[src/rtl/csrng_pkg.sv]
`default_nettype none
// ============================================================================
// Module      : csrng_pkg
// Description : CSRNG command encodings plus the state-store dump FSM types.
// Revision    : 1.0 - initial release
// ============================================================================
package csrng_pkg;

  typedef enum logic [2:0] {
    INV  = 3'h0,
    INS  = 3'h1,
    RES  = 3'h2,
    GEN  = 3'h3,
    UPD  = 3'h4,
    UNI  = 3'h5,
    GENB = 3'h6,
    GENU = 3'h7
  } acmd_e;

  localparam int unsigned c_dump_word_w = 32;

  typedef enum logic [0:0] {
    DUMP_IDLE   = 1'b0,
    DUMP_STREAM = 1'b1
  } dump_st_e;

endpackage
`default_nettype wire

[src/rtl/csrng_state_dump.sv]
`default_nettype none
// ============================================================================
// Module      : csrng_state_dump
// Description : Snapshots one DRBG state and streams it as 32-bit words, LSW first.
// Revision    : 1.0 - initial release
// ============================================================================
module csrng_state_dump
  import csrng_pkg::*;
#(
  parameter int unsigned StateW = 418
) (
  input  logic              clk_i,
  input  logic              rst_ni,
  input  logic              enable_i,
  input  logic              req_i,
  input  logic              id_ok_i,
  input  logic [StateW-1:0] state_i,
  output logic              valid_o,
  input  logic              ready_i,
  output logic [31:0]       data_o,
  output logic              last_o,
  output logic              err_o,
  output logic              busy_o
);

  localparam int unsigned c_nw     = (StateW + c_dump_word_w - 1) / c_dump_word_w;
  localparam int unsigned c_sh_w   = c_nw * c_dump_word_w;
  localparam int unsigned c_idx_w  = (c_nw > 1) ? $clog2(c_nw) : 1;
  localparam logic [c_idx_w-1:0] c_last_idx = c_idx_w'(c_nw - 1);

  dump_st_e            r_state;
  logic [c_sh_w-1:0]   r_shadow;
  logic [c_idx_w-1:0]  r_idx;
  logic                r_err;
  logic [31:0]         w_words [c_nw];

  always_ff @(posedge clk_i) begin
    if (!rst_ni) begin
      r_state  <= DUMP_IDLE;
      r_shadow <= '0;
      r_idx    <= '0;
      r_err    <= 1'b0;
    end else if (!enable_i) begin
      r_state <= DUMP_IDLE;
      r_idx   <= '0;
      r_err   <= 1'b0;
    end else begin
      r_err <= 1'b0;
      case (r_state)
        DUMP_IDLE: begin
          if (req_i) begin
            if (id_ok_i) begin
              r_shadow <= c_sh_w'(state_i);
              r_idx    <= '0;
              r_state  <= DUMP_STREAM;
            end else begin
              r_err <= 1'b1;
            end
          end
        end
        DUMP_STREAM: begin
          if (ready_i) begin
            if (r_idx == c_last_idx) begin
              r_idx   <= '0;
              r_state <= DUMP_IDLE;
            end else begin
              r_idx <= r_idx + 1'b1;
            end
          end
        end
        default: r_state <= DUMP_IDLE;
      endcase
    end
  end

  for (genvar gw = 0; gw < c_nw; gw++) begin : g_word
    assign w_words[gw] = r_shadow[gw*c_dump_word_w +: c_dump_word_w];
  end

  assign valid_o = (r_state == DUMP_STREAM);
  assign busy_o  = valid_o;
  assign last_o  = valid_o && (r_idx == c_last_idx);
  assign data_o  = w_words[r_idx];
  assign err_o   = r_err;

endmodule
`default_nettype wire

[src/rtl/csrng_state_store.sv]
`default_nettype none
// ============================================================================
// Module      : csrng_state_store
// Description : Per-instance DRBG state storage with status; optional serial
//               dump port enabled by CSRNG_STATE_STORE_DUMP_EN.
// Revision    : 1.0 - initial release
// ============================================================================
module csrng_state_store
  import csrng_pkg::*;
#(
  parameter int unsigned NApps   = 4,
  parameter int unsigned StateId = 4,
  parameter int unsigned KeyLen  = 256,
  parameter int unsigned BlkLen  = 128,
  parameter int unsigned CtrLen  = 32,
  parameter int unsigned Cmd     = 3
) (
  input  logic               clk_i,
  input  logic               rst_ni,
  input  logic               enable_i,
  input  logic [StateId-1:0] rd_id_i,
  output logic [KeyLen-1:0]  rd_key_o,
  output logic [BlkLen-1:0]  rd_v_o,
  output logic [CtrLen-1:0]  rd_res_ctr_o,
  output logic               rd_inst_st_o,
  output logic               rd_fips_o,
  output logic               rd_reseed_due_o,
  input  logic [CtrLen-1:0]  reseed_limit_i,
  input  logic               wr_req_i,
  input  logic [StateId-1:0] wr_id_i,
  input  logic [Cmd-1:0]     wr_ccmd_i,
  input  logic               wr_fips_i,
  input  logic               wr_sts_i,
  input  logic [KeyLen-1:0]  wr_key_i,
  input  logic [BlkLen-1:0]  wr_v_i,
  input  logic [CtrLen-1:0]  wr_res_ctr_i,
  output logic               sts_ack_o,
  output logic               sts_sts_o,
  output logic               wr_err_o,
  output logic [StateId-1:0] sts_id_o,
  input  logic               dump_req_i,
  input  logic [StateId-1:0] dump_id_i,
  output logic               dump_valid_o,
  input  logic               dump_ready_i,
  output logic [31:0]        dump_data_o,
  output logic               dump_last_o,
  output logic               dump_err_o,
  output logic               dump_busy_o
);

  localparam int unsigned c_state_w = 2 + KeyLen + BlkLen + CtrLen;
  localparam int unsigned c_slot_w  = (NApps > 1) ? $clog2(NApps) : 1;
  localparam logic [StateId:0] c_napps = (StateId + 1)'(NApps);

  // Layout, MSB to LSB: fips, inst_st, key, v, res_ctr
  logic [c_state_w-1:0] r_slot [NApps];
  logic [c_state_w-1:0] w_wr_state, w_wr_cur, w_rd_state;
  logic [c_slot_w-1:0]  w_wr_idx;
  logic                 w_wr_req, w_wr_bad, w_wr_ok, w_rd_ok;
  logic                 w_cmd_uni, w_cmd_inst;
  logic                 r_ack, r_sts, r_err;
  logic [StateId-1:0]   r_id;

  assign w_wr_req   = enable_i && wr_req_i;
  assign w_wr_bad   = ({1'b0, wr_id_i} >= c_napps);
  assign w_wr_ok    = w_wr_req && !w_wr_bad;
  assign w_wr_idx   = wr_id_i[c_slot_w-1:0];
  assign w_wr_cur   = r_slot[w_wr_idx];
  assign w_cmd_uni  = (wr_ccmd_i == Cmd'(UNI));
  assign w_cmd_inst = (wr_ccmd_i == Cmd'(INS)) || (wr_ccmd_i == Cmd'(RES)) ||
                      (wr_ccmd_i == Cmd'(GENU)) || (wr_ccmd_i == Cmd'(UPD));

  always_comb begin
    w_wr_state = {wr_fips_i, w_wr_cur[c_state_w-2], wr_key_i, wr_v_i, wr_res_ctr_i};
    if (w_cmd_uni) begin
      w_wr_state = '0;
    end else if (w_cmd_inst) begin
      w_wr_state[c_state_w-2] = 1'b1;
    end
  end

  for (genvar gi = 0; gi < NApps; gi++) begin : g_slot
    always_ff @(posedge clk_i) begin
      if (!enable_i) begin
        r_slot[gi] <= '0;
      end else if (w_wr_ok && (w_wr_idx == c_slot_w'(gi))) begin
        r_slot[gi] <= w_wr_state;
      end
    end
  end

  always_ff @(posedge clk_i) begin
    if (!rst_ni) begin
      r_ack <= 1'b0;
      r_sts <= 1'b0;
      r_err <= 1'b0;
      r_id  <= '0;
    end else begin
      r_ack <= w_wr_req;
      r_err <= w_wr_req && w_wr_bad;
      if (w_wr_req) begin
        r_sts <= w_wr_bad | wr_sts_i;
        r_id  <= wr_id_i;
      end
    end
  end

  assign sts_ack_o = r_ack;
  assign sts_sts_o = r_sts;
  assign wr_err_o  = r_err;
  assign sts_id_o  = r_id;

  assign w_rd_ok    = ({1'b0, rd_id_i} < c_napps);
  assign w_rd_state = w_rd_ok ? r_slot[rd_id_i[c_slot_w-1:0]] : '0;

  assign rd_res_ctr_o    = w_rd_state[CtrLen-1:0];
  assign rd_v_o          = w_rd_state[CtrLen +: BlkLen];
  assign rd_key_o        = w_rd_state[CtrLen+BlkLen +: KeyLen];
  assign rd_inst_st_o    = w_rd_state[c_state_w-2];
  assign rd_fips_o       = w_rd_state[c_state_w-1];
  assign rd_reseed_due_o = rd_inst_st_o && (rd_res_ctr_o >= reseed_limit_i);

`ifdef CSRNG_STATE_STORE_DUMP_EN
  logic w_dump_ok;
  assign w_dump_ok = ({1'b0, dump_id_i} < c_napps);

  csrng_state_dump #(
    .StateW (c_state_w)
  ) u_dump (
    .clk_i    (clk_i),
    .rst_ni   (rst_ni),
    .enable_i (enable_i),
    .req_i    (dump_req_i),
    .id_ok_i  (w_dump_ok),
    .state_i  (r_slot[dump_id_i[c_slot_w-1:0]]),
    .valid_o  (dump_valid_o),
    .ready_i  (dump_ready_i),
    .data_o   (dump_data_o),
    .last_o   (dump_last_o),
    .err_o    (dump_err_o),
    .busy_o   (dump_busy_o)
  );
`else
  logic w_unused_dump;
  assign w_unused_dump = ^{dump_req_i, dump_id_i, dump_ready_i};
  assign dump_valid_o  = 1'b0;
  assign dump_data_o   = '0;
  assign dump_last_o   = 1'b0;
  assign dump_err_o    = 1'b0;
  assign dump_busy_o   = 1'b0;
`endif

endmodule
`default_nettype wire

[config.mk]
export PLATFORM = sky130hd
export DESIGN_NAME = csrng_state_store
export DESIGN_NICKNAME = d
export VERILOG_FILES = /design/src/rtl/csrng_pkg.sv /design/src/rtl/csrng_state_dump.sv /design/src/rtl/csrng_state_store.sv
export SDC_FILE = /design/constraint.sdc
export NUM_CORES = 2
export LEC_CHECK = 0
export ABC_AREA = 1
export BUFFER_PORTS_ARGS = -buffer_cell sky130_fd_sc_hd__buf_2
export CAP_MARGIN = 15
export CORE_ASPECT_RATIO = 0.5
export CORE_MARGIN = 5
export CORE_UTILIZATION = 40
export CTS_CLUSTER_SIZE = 30
export DETAILED_ROUTE_END_ITERATION = 10
export GPL_ROUTABILITY_DRIVEN = 0
export SETUP_SLACK_MARGIN = 0.3
export SYNTH_ARGS = -nofsm -noshare
export SYNTH_HDL_FRONTEND = slang
export SYNTH_SLANG_ARGS = --single-unit
export TNS_END_PERCENT = 50
[constraint.sdc]
create_clock -name clk_i -period 16 [get_ports clk_i]
set_input_delay 3.2 -clock clk_i [delete_from_list [all_inputs] [get_ports clk_i]]
set_output_delay 3.2 -clock clk_i [all_outputs]
set_load 0.01 [all_outputs]
; After elaboration in Yosys (flattened, before gate mapping)
; Memories as Yosys holds them, arrays and structs flattened.
; Cells that the tools add are included.
; W data, S select, Z words.
[op_classes]
n_mux = 22
n_lt_le_gt_ge = 3
n_reduce_logical = 13
bitwise_logic = 5
eq_ne = 8
[op_table]
columns = op, n
row1 = $mux W418, 5
row2 = $mux W416, 1
row3 = $ge A32 B32 Y1, 1
row4 = $mux W1, 16
row5 = $eq A3 B3 Y1 const B, 3
row6 = $logic_and A1 B1 Y1, 8
row7 = $or A1 B1 Y1, 5
row8 = $eq A2 B2 Y1 const B, 2
row9 = $ge A4 B3 Y1 const B, 1
row10 = $lt A4 B3 Y1 const B, 1
row11 = $eq A3 B1 Y1 const B, 1
row12 = $eq A3 B2 Y1 const B, 1
row13 = $logic_or A1 B1 Y1, 3
row14 = $eq A2 B1 Y1 const B, 1
row15 = $logic_not A2 Y1, 1
row16 = $logic_not A1 Y1, 1
[totals]
wordCells = 56
memories = 1
register_bits = 7
mem_bits_rw = 1672
output_inout_bits = 462
inputBits = 471
[memory_table]
columns = memory, words, word_bits, read_ports, rd_clocked_by_memory_dff, wr, line_no
row1 = r_slot, 4, 418, 2, 0, 4, csrng_state_store.sv:56  ; logic [c_state_w-1:0] r_slot [NApps];

; Depth between registers and ports, before layout
[logic_depth]
word_depth = 8
mapped_depth = 19
mapped_depth_nobuf = 17

; Worst setup path after synthesis
; Ideal clock, no wire load.
[synth_path]
kind = in2reg
from = in wr_id_i[1]
to = mem r_slot[0][0] (netlist bit) (enable)
t_required_ns = 12.961
cell_stages = 6
setup_ns = 3.039
path_buffers = 3
arrival_time_ns = 10.791
path_slack_ns = 2.170
cell_sequence = clkbuf_1 > inv_1 > nand3_2 > buf_2 > buf_2 > nand2_1
[synth_rtl]
columns = item, line_no
row1 = "start, declared", csrng_state_store.sv:30  ; input logic [StateId-1:0] wr_id_i,
row2 = "end, declared", csrng_state_store.sv:56

; Worst setup path after layout
[layout_path]
from = in rd_id_i[0]
to = out rd_key_o[204]
[layout_between]
elab_chain_len = 2
word_cells_on_any_way = 3
classes_between = order compare: 1 / mux: 1 / memory: 1
[layout_rtl]
columns = item, line_no
row1 = "start, declared", csrng_state_store.sv:21  ; input logic [StateId-1:0] rd_id_i,
row2 = $lt A4 B3 Y1 / $mem_v2 Z4 W418 (equally long branches), -
row3 = $mux W418 *, csrng_state_store.sv:114  ; assign w_rd_state = w_rd_ok ? r_slot[rd_id_i[c_slot_w-1:0]] : '0;
row4 = "end, declared", csrng_state_store.sv:22  ; output logic [KeyLen-1:0] rd_key_o,
; Every way passes the cells marked *; elsewhere a longest branch is shown, timed or not.

==> impl_metrics.toml <==
[synthesis]
yosysWarnings = 0
synthCells = 7472
synth-seq-cells = 1679
yosysUniqueCellTypes = 29
synth.largest_area_cell = "edfxtp_1"
synth.avg_cell_area_um2 = 10.1
synth_area_leaders = "edfxtp_1 (67%), nor2_1 (17%), o21ai_0 (5.6%), a21oi_1 (2.9%), nand2_1 (2.3%)"
yosysSeqAreaShare_pct = 67.0
syn-cell-area_mm2 = 0.0752
synth.top_cell.area_share_pct = 66.8

[timing]
fin_ws_ps = 5660
worstMarginPinSlew_ps = 1220
relSlewSlack_pct = 19.0
min_period_ps = 10340
hold_viol = 0
slew_viol_final = 0
whs_ps = 469
timing.fmax_ghz = 0.0967
clock_skew_ps = 4.56
final.setup.tns_ps = 0
setup_viol = 0
min_period_over_period_pct = 64.6
rsz0062_at_grt = "no"

[floorplan]
rows = 112
core_area_mm2 = 0.187
die_h_um = 317
die_w_um = 623
initial_core_util_pct = 40.3
die_area_mm2 = 0.197
ios = 933

[global_routing]
track_usage_pct = 23.2
grt_pass1_wl_um = 345000
global_route.overflow_total = 0
grt_pass1_vias = 52300
grt_max_degree = 225
antenna_found_initial = 120

[cts]
holdBufCountCts = 0
cts_sinks = 1679
insertion_delay_ps = 800
ctsResizeCount = 0
clk_pin_slew_ps = 70
cts_buffers = 165
post_cts_buffers = 0
root_buffer = "clkbuf_16"
cts_tree = "yes"
cts_max_path_buffers = 4
h-tree-depth = 4

[finish]
final_cells = 10800
final_util_pct = 45.8
n_fill_cell = 17600
drive_above_1_share_pct = 14.6
syn_to_final_growth_pct = 13.8
layout.nets = 8559

[detailed_routing]
route.detailed.drc = 0
routedWlPerCell_um = 22.3
drtAntennaViolNets = 0
drtPass1Iterations = 6
drt_iter0_drc = 4959
routed-via-count = 56500
wirelength_um = 241000
viasPerCell = 5.24

[setup_path]
crit_path_end_kind = "primary output"
required_ps = 12800
crit_path_end = "rd_key_o[204]"
reg2reg_to = "r_slot[0][416]$_SDFFCE_PN0P_"
crit_arrival_ps = 7140
r2r_start = "r_slot[0][416]$_SDFFCE_PN0P_"
cp-start-kind = "primary input"
critPathMaxFanout = 200
startpoint = "rd_id_i[0]"
reg2reg_depth = 6
path_class = "in2out"
rrSetupSlack_ps = 14810

[worst_hold_path]
hp-class = "reg2reg"

[placed_design]
dp_slack_ps = 5520
place_inst = 10400
hpwl_um = 135000
portBuffers = 890

[power_and_ir_drop]
p_per_area_mw_per_mm2 = 113
leakage_nw = 33.1
vdd_ir_drop_max_uv = 72.7

[run]
maxCapViolCount = 0

[run_status]
status = "finished, final reports clean"
==> metrics by stage <==
stage / area, um2 / power, mW
final: 85600 / 9.67
after global routing: 85500 / 10.0
after CTS: 85300 / 9.74
after detailed placement: 80400 / 6.07
after global placement: 80400 / 6.06
after floorplan: 75300 / 5.81
==> where the power goes <==
part           internal [mW]  leakage (nW)  switching, mW
registers               5.08          16.0         0.0562
clock network           2.04          2.38           1.67
logic                  0.221          14.8          0.612
==> critical path, cell delays in order <==
cell and delay, ps:
buf_8 270, buf_12 630, buf_4 890, buf_4 910, nor2_1 110, nor2_1 110, o21ai_0 80, a21oi_1 500
buf_2 240
==> cells in the final DEF (no fill, tap or decap), types with 7 or more instances in the layout <==
| cell | Yosys | final |
|---|---|---|
| a21oi_1 | 438 | 438 |
| buf_12 | 0 | 12 |
| buf_2 | 240 | 888 |
| buf_4 | 56 | 72 |
| clkbuf_1 | 187 | 46 |
| clkbuf_16 | 0 | 169 |
| clkinv_1 | 0 | 38 |
| clkinv_2 | 1 | 17 |
| conb_1 | 1 | 36 |
| dfxtp_1 | 7 | 7 |
| diode_2 | 0 | 94 |
| edfxtp_1 | 1672 | 1672 |
| ha_1 | 32 | 32 |
| inv_1 | 48 | 46 |
| nand2_1 | 459 | 455 |
| nor2_1 | 3356 | 3356 |
| o21ai_0 | 842 | 842 |
==> cell families (layout without fill, tap and decap cells) <==
group | Yosys count | after routing | share of synthesized area (%)
flops | 1679 | 1679 | 67.0
compound gates | 1284 | 1284 | 8.57
simple gates | 3830 | 3830 | 19.2
buf+inv | 644 | 1310 | 4.70
xor+xnor | 2 | 2 | 0.0233
other cells | 1 | 130 | 0.00499
fa+ha+maj | 32 | 32 | 0.533
==> registers in the layout (all words and copies together) (netlist names) <==
| register | flops |
|---|---|
| sts_id_o | 4 |
| sts_ack_o | 1 |
| r_slot | 1672 |
| sts_sts_o | 1 |
| wr_err_o | 1 |
==> layer usage <==
layer / share of wire (%) / GRT usage [%] / up-vias / routed length, um
met5: 0 / 0 / - / 0
met4: 6.8 / 16.2 / 0 / 16400
met3: 4.5 / 2.50 / 554 / 10800
met2: 51 / 39.8 / 1842 / 123000
met1: 37 / 27.7 / 27800 / 90000
li1: - / - / 26300 / -
==> how the worst min path moves through the flow <==
| stage | startpoint | end | slack (ps) | depth (start not counted) |
|---|---|---|---|---|
| finish | sts_id_o[2]$_SDFFE_PN0P_ | sts_id_o[2]$_SDFFE_PN0P_ | 470 | 2 |
| global route | sts_id_o[2]$_SDFFE_PN0P_ | sts_id_o[2]$_SDFFE_PN0P_ | 490 | 2 |
| CTS | sts_id_o[2]$_SDFFE_PN0P_ | sts_id_o[2]$_SDFFE_PN0P_ | 470 | 2 |
| detailed placement | sts_id_o[2]$_SDFFE_PN0P_ | sts_id_o[2]$_SDFFE_PN0P_ | 460 | 2 |
| global placement | sts_id_o[2]$_SDFFE_PN0P_ | sts_id_o[2]$_SDFFE_PN0P_ | 460 | 2 |
| floorplan | sts_id_o[2]$_SDFFE_PN0P_ | sts_id_o[2]$_SDFFE_PN0P_ | 490 | 2 |
==> layout make-up <==
type                       count  area, um2  share of cell area, %
antenna                       94        235                  0.275
clock buffer                 216       4420                   5.16
clock inverter                68        470                  0.550
inverter                      52        221                  0.259
multi-input combinational   5184      21500                   25.1
sequential                  1679      50300                   58.8
tap                         2508       3140                   3.67
timing repair buffer         974       5260                   6.14
==> synth_stat cells (all sizes together) <==
master / n
xnor2: 1
o21ai: 842
nand3: 7
edfxtp: 1672
nand4: 3
nand2: 461
buf: 405
clkinv: 1
conb: 1
o221ai: 1
dfxtp: 7
clkbuf: 187
nor3: 2
o2111ai: 1
o21a: 2
inv: 51
a21oi: 438
xor2: 1
nor2: 3356
ha: 32
nand3b: 1
Note: power is estimated with default switching activity, not from simulation.
